--- config.mk ---
export PLATFORM = sky130hd
export DESIGN_NAME = id_ex_stage
export DESIGN_NICKNAME = d
export VERILOG_FILES = /design/src/rtl/id_ex_stage.sv
export SDC_FILE = /design/constraint.sdc
export NUM_CORES = 1
export LEC_CHECK = 0
export ABC_CLOCK_PERIOD_IN_PS = 5700
export CORE_AREA = 2 2 125 127
export CTS_BUF_LIST = sky130_fd_sc_hd__clkbuf_16
export CTS_CLUSTER_DIAMETER = 30
export CTS_CLUSTER_SIZE = 10
export DETAILED_ROUTE_END_ITERATION = 12
export DIE_AREA = 0 0 127 129
export PLACE_DENSITY = 0.78
export SLEW_MARGIN = 20
export SYNTH_ARGS = -nofsm -noshare
export SYNTH_HDL_FRONTEND = slang
export SYNTH_SLANG_ARGS = --single-unit
--- constraint.sdc ---
create_clock -name clk_i -period 5.7 [get_ports clk_i]
set_clock_uncertainty 0.1 [all_clocks]
set_input_delay 1.14 -clock clk_i [delete_from_list [all_inputs] [get_ports clk_i]]
set_output_delay 1.14 -clock clk_i [all_outputs]
set_load 0.02 [all_outputs]
--- src/rtl/id_ex_stage.sv ---
// ID/EX pipeline register with EX-stage operand forwarding, load-use bubble insertion, flush and hold.
// Optional load-use stall counter output stall_cnt_o when ID_EX_STALL_CNT_EN is defined.
module id_ex_stage #(
    parameter int DATA_W = 32,
    parameter int CTRL_W = 8
) (
    input  logic              clk_i,
    input  logic              rst_i,
    input  logic              id_valid_i,
    input  logic [4:0]        id_rs_i,
    input  logic [4:0]        id_rt_i,
    input  logic [4:0]        id_rd_i,
    input  logic              id_uses_rt_i,
    input  logic [DATA_W-1:0] id_rs_data_i,
    input  logic [DATA_W-1:0] id_rt_data_i,
    input  logic [DATA_W-1:0] id_imm_i,
    input  logic              id_mem_read_i,
    input  logic              id_reg_write_i,
    input  logic [CTRL_W-1:0] id_ctrl_i,
    input  logic              flush_i,
    input  logic              hold_i,
    input  logic              exmem_reg_write_i,
    input  logic [4:0]        exmem_rd_i,
    input  logic [DATA_W-1:0] exmem_data_i,
    input  logic              memwb_reg_write_i,
    input  logic [4:0]        memwb_rd_i,
    input  logic [DATA_W-1:0] memwb_data_i,
`ifdef ID_EX_STALL_CNT_EN
    output logic [31:0]       stall_cnt_o,
`endif
    output logic              stall_o,
    output logic              ex_valid_o,
    output logic              ex_mem_read_o,
    output logic              ex_reg_write_o,
    output logic [4:0]        ex_rs_o,
    output logic [4:0]        ex_rt_o,
    output logic [4:0]        ex_rd_o,
    output logic [DATA_W-1:0] ex_op_a_o,
    output logic [DATA_W-1:0] ex_op_b_o,
    output logic [DATA_W-1:0] ex_imm_o,
    output logic [CTRL_W-1:0] ex_ctrl_o
);

    logic              r_valid;
    logic              r_mem_read;
    logic              r_reg_write;
    logic [4:0]        r_rs;
    logic [4:0]        r_rt;
    logic [4:0]        r_rd;
    logic [DATA_W-1:0] r_op_a;
    logic [DATA_W-1:0] r_op_b;
    logic [DATA_W-1:0] r_imm;
    logic [CTRL_W-1:0] r_ctrl;

    logic [DATA_W-1:0] w_fwd_a;
    logic [DATA_W-1:0] w_fwd_b;
    logic              w_load_use;
    logic              w_bubble;

    // EX/MEM is the younger producer, so it is checked first; r0 is hard-wired zero.
    always_comb begin
        w_fwd_a = r_op_a;
        if (exmem_reg_write_i && (exmem_rd_i == r_rs) && (r_rs != 5'd0))
            w_fwd_a = exmem_data_i;
        else if (memwb_reg_write_i && (memwb_rd_i == r_rs) && (r_rs != 5'd0))
            w_fwd_a = memwb_data_i;

        w_fwd_b = r_op_b;
        if (exmem_reg_write_i && (exmem_rd_i == r_rt) && (r_rt != 5'd0))
            w_fwd_b = exmem_data_i;
        else if (memwb_reg_write_i && (memwb_rd_i == r_rt) && (r_rt != 5'd0))
            w_fwd_b = memwb_data_i;
    end

    assign w_load_use = r_valid && r_mem_read && r_reg_write && (r_rd != 5'd0) && id_valid_i &&
                        ((id_rs_i == r_rd) || (id_uses_rt_i && (id_rt_i == r_rd)));
    assign w_bubble   = flush_i || w_load_use;
    assign stall_o    = w_load_use || hold_i;

    always_ff @(posedge clk_i) begin
        if (rst_i) begin
            r_valid     <= 1'b0;
            r_mem_read  <= 1'b0;
            r_reg_write <= 1'b0;
            r_rs        <= '0;
            r_rt        <= '0;
            r_rd        <= '0;
            r_op_a      <= '0;
            r_op_b      <= '0;
            r_imm       <= '0;
            r_ctrl      <= '0;
        end else if (hold_i) begin
            // Capture bypass values now; their producers may retire before the hold releases.
            r_op_a <= w_fwd_a;
            r_op_b <= w_fwd_b;
        end else if (w_bubble) begin
            r_valid     <= 1'b0;
            r_mem_read  <= 1'b0;
            r_reg_write <= 1'b0;
            r_rs        <= '0;
            r_rt        <= '0;
            r_rd        <= '0;
            r_op_a      <= '0;
            r_op_b      <= '0;
            r_imm       <= '0;
            r_ctrl      <= '0;
        end else begin
            r_valid     <= id_valid_i;
            r_mem_read  <= id_valid_i && id_mem_read_i;
            r_reg_write <= id_valid_i && id_reg_write_i;
            r_rs        <= id_rs_i;
            r_rt        <= id_rt_i;
            r_rd        <= id_rd_i;
            r_op_a      <= id_rs_data_i;
            r_op_b      <= id_rt_data_i;
            r_imm       <= id_imm_i;
            r_ctrl      <= id_valid_i ? id_ctrl_i : '0;
        end
    end

`ifdef ID_EX_STALL_CNT_EN
    logic [31:0] r_stall_cnt;

    always_ff @(posedge clk_i) begin
        if (rst_i)
            r_stall_cnt <= '0;
        else if (!hold_i && w_load_use)
            r_stall_cnt <= r_stall_cnt + 32'd1;
    end

    assign stall_cnt_o = r_stall_cnt;
`endif

    assign ex_valid_o     = r_valid;
    assign ex_mem_read_o  = r_mem_read;
    assign ex_reg_write_o = r_reg_write;
    assign ex_rs_o        = r_rs;
    assign ex_rt_o        = r_rt;
    assign ex_rd_o        = r_rd;
    assign ex_op_a_o      = w_fwd_a;
    assign ex_op_b_o      = w_fwd_b;
    assign ex_imm_o       = r_imm;
    assign ex_ctrl_o      = r_ctrl;

endmodule

* Word level (Yosys, flattened, before mapping)
Cells that the tools add are included. W data, S select, Z words.
Cells by class: equality and inequality tests 6, muxes and demuxes 17, reductions and logical operators 22
Operators with widths (count):
- $mux W32 | 9
- $eq A5 B5 Y1 | 6
- $logic_and A1 B1 Y1 | 16
- $mux W8 | 2
- $mux W5 | 3
- $reduce_bool A5 Y1 | 3
- $logic_or A1 B1 Y1 | 3
- $mux W1 | 3
Word-level totals: bits in registers 122, bits of input ports 203, output and inout port bits 123

* Depth between registers and ports, before layout
word-level depth 8, gate-level depth with buffers 8, mapped depth without buffers 5

* Worst setup path after synthesis
Ideal clock, no wire load.
path type input to output, start input port memwb_rd_i[4], end output port ex_op_b_o[23], arrival time 2.806 ns, data required time 4.460 ns, setup slack 1.654 ns, stages on the path 6, cells stage by stage xor2_1 -> or4b_1 -> buf_6 -> buf_6 -> or3_1 -> a31oi_1
Between the ends: word-level cells in the longest chain between the ends 5
RTL lines:
- start: declaration | RTL line 26 | input logic [4:0] memwb_rd_i,
- $eq A5 B5 Y1 | RTL line 71 | else if (memwb_reg_write_i && (memwb_rd_i == r_rt) && (r_rt != 5'd0))
- $logic_and A1 B1 Y1 (2 in a row) | RTL line 71
- $mux W32 | RTL line 71
- $mux W32 | RTL line 69 | if (exmem_reg_write_i && (exmem_rd_i == r_rt) && (r_rt != 5'd0))
- end: declaration | RTL line 39 | output logic [DATA_W-1:0] ex_op_b_o,
Every way passes these cells.

* Worst setup path after layout
start input port memwb_rd_i[4], end output port ex_op_b_o[13]
The elaborated chain is that of the path after synthesis.

==> impl_metrics.yaml <==
flow_run:
  maxCapViolCount: 0
synthesis:
  yosysWarnings: 0
  synth_top_area_share_pct: 41.65
  synth-edff-count: 0
  syn_inst: 665
  avgSynthCellArea_um2: 8.819
  synth.largest_area_cell: "dfxtp_1"
  yosys-top-cells-area: "dfxtp_1, a22o_1, a31oi_1, nor3_1, xnor2_1"
  ys_ff_latch: 122
  yosysSeqAreaShare_pct: 41.65
  ys_types: 31
  syn_nets: 868
  synth_ff_type: "dfxtp_1"
  synthArstFlopShare_pct: 0
  syn_area_mm2: 0.005864
clock_network:
  post_cts_buffers: 0
  cts_resized: 0
  clock_latency_ns: 0.42
  clock_path_buffers: 2
  cts_root_buf: "clkbuf_16"
  cts_buffers: 17
  clock-sinks: 122
  cts_hold_buf: 0
  htreeDepth: 4
  clk_pin_slew_ns: 0.06
  cts_tree: "yes"
power:
  vdd_drop_max_mv: 0.2006
  p_leak_uw: 0.003573
  total_power_uw: 2614
  power_density_mw_per_mm2: 264.4
global_route:
  first_global_vias: 6235
  grt_pass1_wl_um: 35820
  grt_overflow: 0
  grt_max_degree: 82
  antenna_found_initial: 0
  track_usage_pct: 28.38
worst_setup_path:
  worst_setup_path_start_kind: "primary input"
  crit_path_frequent_cell: "clkdlybuf4s50_1"
  path_cells: "clkdlybuf4s50_1 -> xor2_1 -> or4b_1 -> buf_4 -> or3_1 -> a31oi_1 -> clkdlybuf4s50_1"
  endpoint_kind: "output port"
  crit_arrival_ns: 3.99
  slowest_stage: "clkdlybuf4s50_1"
  crit_type: "in2out"
  critPathMaxStageDelay_ns: 0.67
  cp.required_ns: 4.46
  critPathMaxFanout: 63
layout:
  mostFrequentLayoutCell: "clkdlybuf4s50_1"
  final_nets: 1154
  final_cell_mix: "clkdlybuf4s50_1, dfxtp_1, a22o_1, nor3_1, a31oi_1"
  diodes: 0
  layout-drive-gt1-share_pct: 5.394
  area_delta_synth_final_pct: 68.55
die:
  die_y_um: 129
  die-area_mm2: 0.01638
  io_pins: 326
  start_util_pct: 39.16
  dieWidth_um: 127
  core_mm2: 0.01498
  rows: 45
timing:
  setup_tns_ns: 0
  tightestPinTransition_ns: 1.052
  timing.fmax_ghz: 0.1912
  grt_setup_unrepaired: "false"
  finalHoldViolCount: 0
  final.min_clock_period_ns: 5.229
  max_slew_margin_pct: 29.71
  slew_viol_final: 0
  setup_viol: 0
  fin_crit_sh_pct: 91.73
route:
  first_pass_iters: 5
  drt_iter0_drc: 538
  viasPerCell: 5.766
  vias: 6643
  postRouteAntennaNets: 0
  totalWireLength_um: 24220
  routedWlPerCell_um: 21.03
  drcViolationCount: 0
outcome:
  outcome: "finished, final reports clean"
placed_design:
  gp_congestion: 0.9404
  hpwl_um: 17210
  portBuffers: 325
worst_hold_path:
  hold_path_class: "reg2reg"
## flip-flops by register name, indices dropped and copies added, names as in the netlist
register	cells
ex_imm_o	32
r_op_a	32
r_op_b	32
ex_ctrl_o	8
ex_rd_o	5
ex_rs_o	5
ex_rt_o	5
ex_mem_read_o	1
ex_reg_write_o	1
ex_valid_o	1
## cell families after synthesis
group                     count (synthesis)  share of synthesized area, %
AOI/OAI and AO/OA                       260                         32.32
xor gates and xnor gates                 30                         4.480
buffers and inverters                   106                         7.851
DFF                                     122                         41.65
and+or+nand+nor                         147                         13.70
## routing by layer
metal / up-vias / GRT usage, % / share of wire [%]
met5: - / 0 / 0
met4: 0 / 13.64 / 3.8
met3: 58 / 7.900 / 9.0
met2: 398 / 45.07 / 47
met1: 3071 / 35.84 / 40
li1: 3116 / - / -
## worst paths after layout
kind              depth (start not counted)     startpoint  slack, ns       endpoint
setup / recovery                          7  memwb_rd_i[4]       0.47  ex_op_b_o[13]
hold / removal                            1   ex_ctrl_o[7]       0.36   ex_ctrl_o[7]
setup reg to reg                          6     ex_rs_o[1]       2.84     r_op_a[20]
hold reg to reg                           1   ex_ctrl_o[7]       0.36   ex_ctrl_o[7]
## Yosys cell counts, types with 2 or more instances
master	number
nand4_1	4
a31oi_1	64
xnor2_1	24
inv_1	31
buf_2	20
dfxtp_1	122
o21ai_1	26
o21ai_0	38
o211ai_1	2
or4b_1	2
nor3_1	65
nand3_1	33
o211ai_2	2
or3_1	31
a22o_1	112
or2_1	2
nand2_1	4
xor2_1	6
o211a_1	2
buf_6	5
or4_1	2
a32o_1	10
clkbuf_1	50
## worst max-delay path, delay by kind of cell
family          cells  cell delay, ns
buf+inv             3            1.44
simple gates        2            0.92
compound gates      1            0.31
xor+xnor            1            0.18
## layout make-up
class,instances,area [um^2]
multi-input cells,437,2999
repair buffers,342,3418
flip-flops and latches,122,2442
inverters,31,116.4
clock buffers,17,425.4
fillers,1209,5092
well taps,188,235.2
clock inverters,15,247.7
## stage by stage
stage	hold slack, ns	cells	setup WS [ns]	util, %	instance area (um^2)
after detailed placement	0.3568	1120	0.5572	61.50	9211
final	0.3629	1152	0.4711	66.00	9884
after global routing	0.3763	1152	0.3896	66.00	9884
after floorplan	0.4941	665	1.654	-	5864
after global placement	0.3450	1120	0.5879	61.50	9211
after CTS	0.3669	1152	0.4793	66.00	9884
## power breakdown
part           internal (uW)  switching [uW]  total [uW]  leakage [uW]
combinational            254             224         479       0.00225
clock                    821             407        1230      0.000327
sequential               888            19.0         907      0.000995
Note: power is estimated with default switching activity, not from simulation.
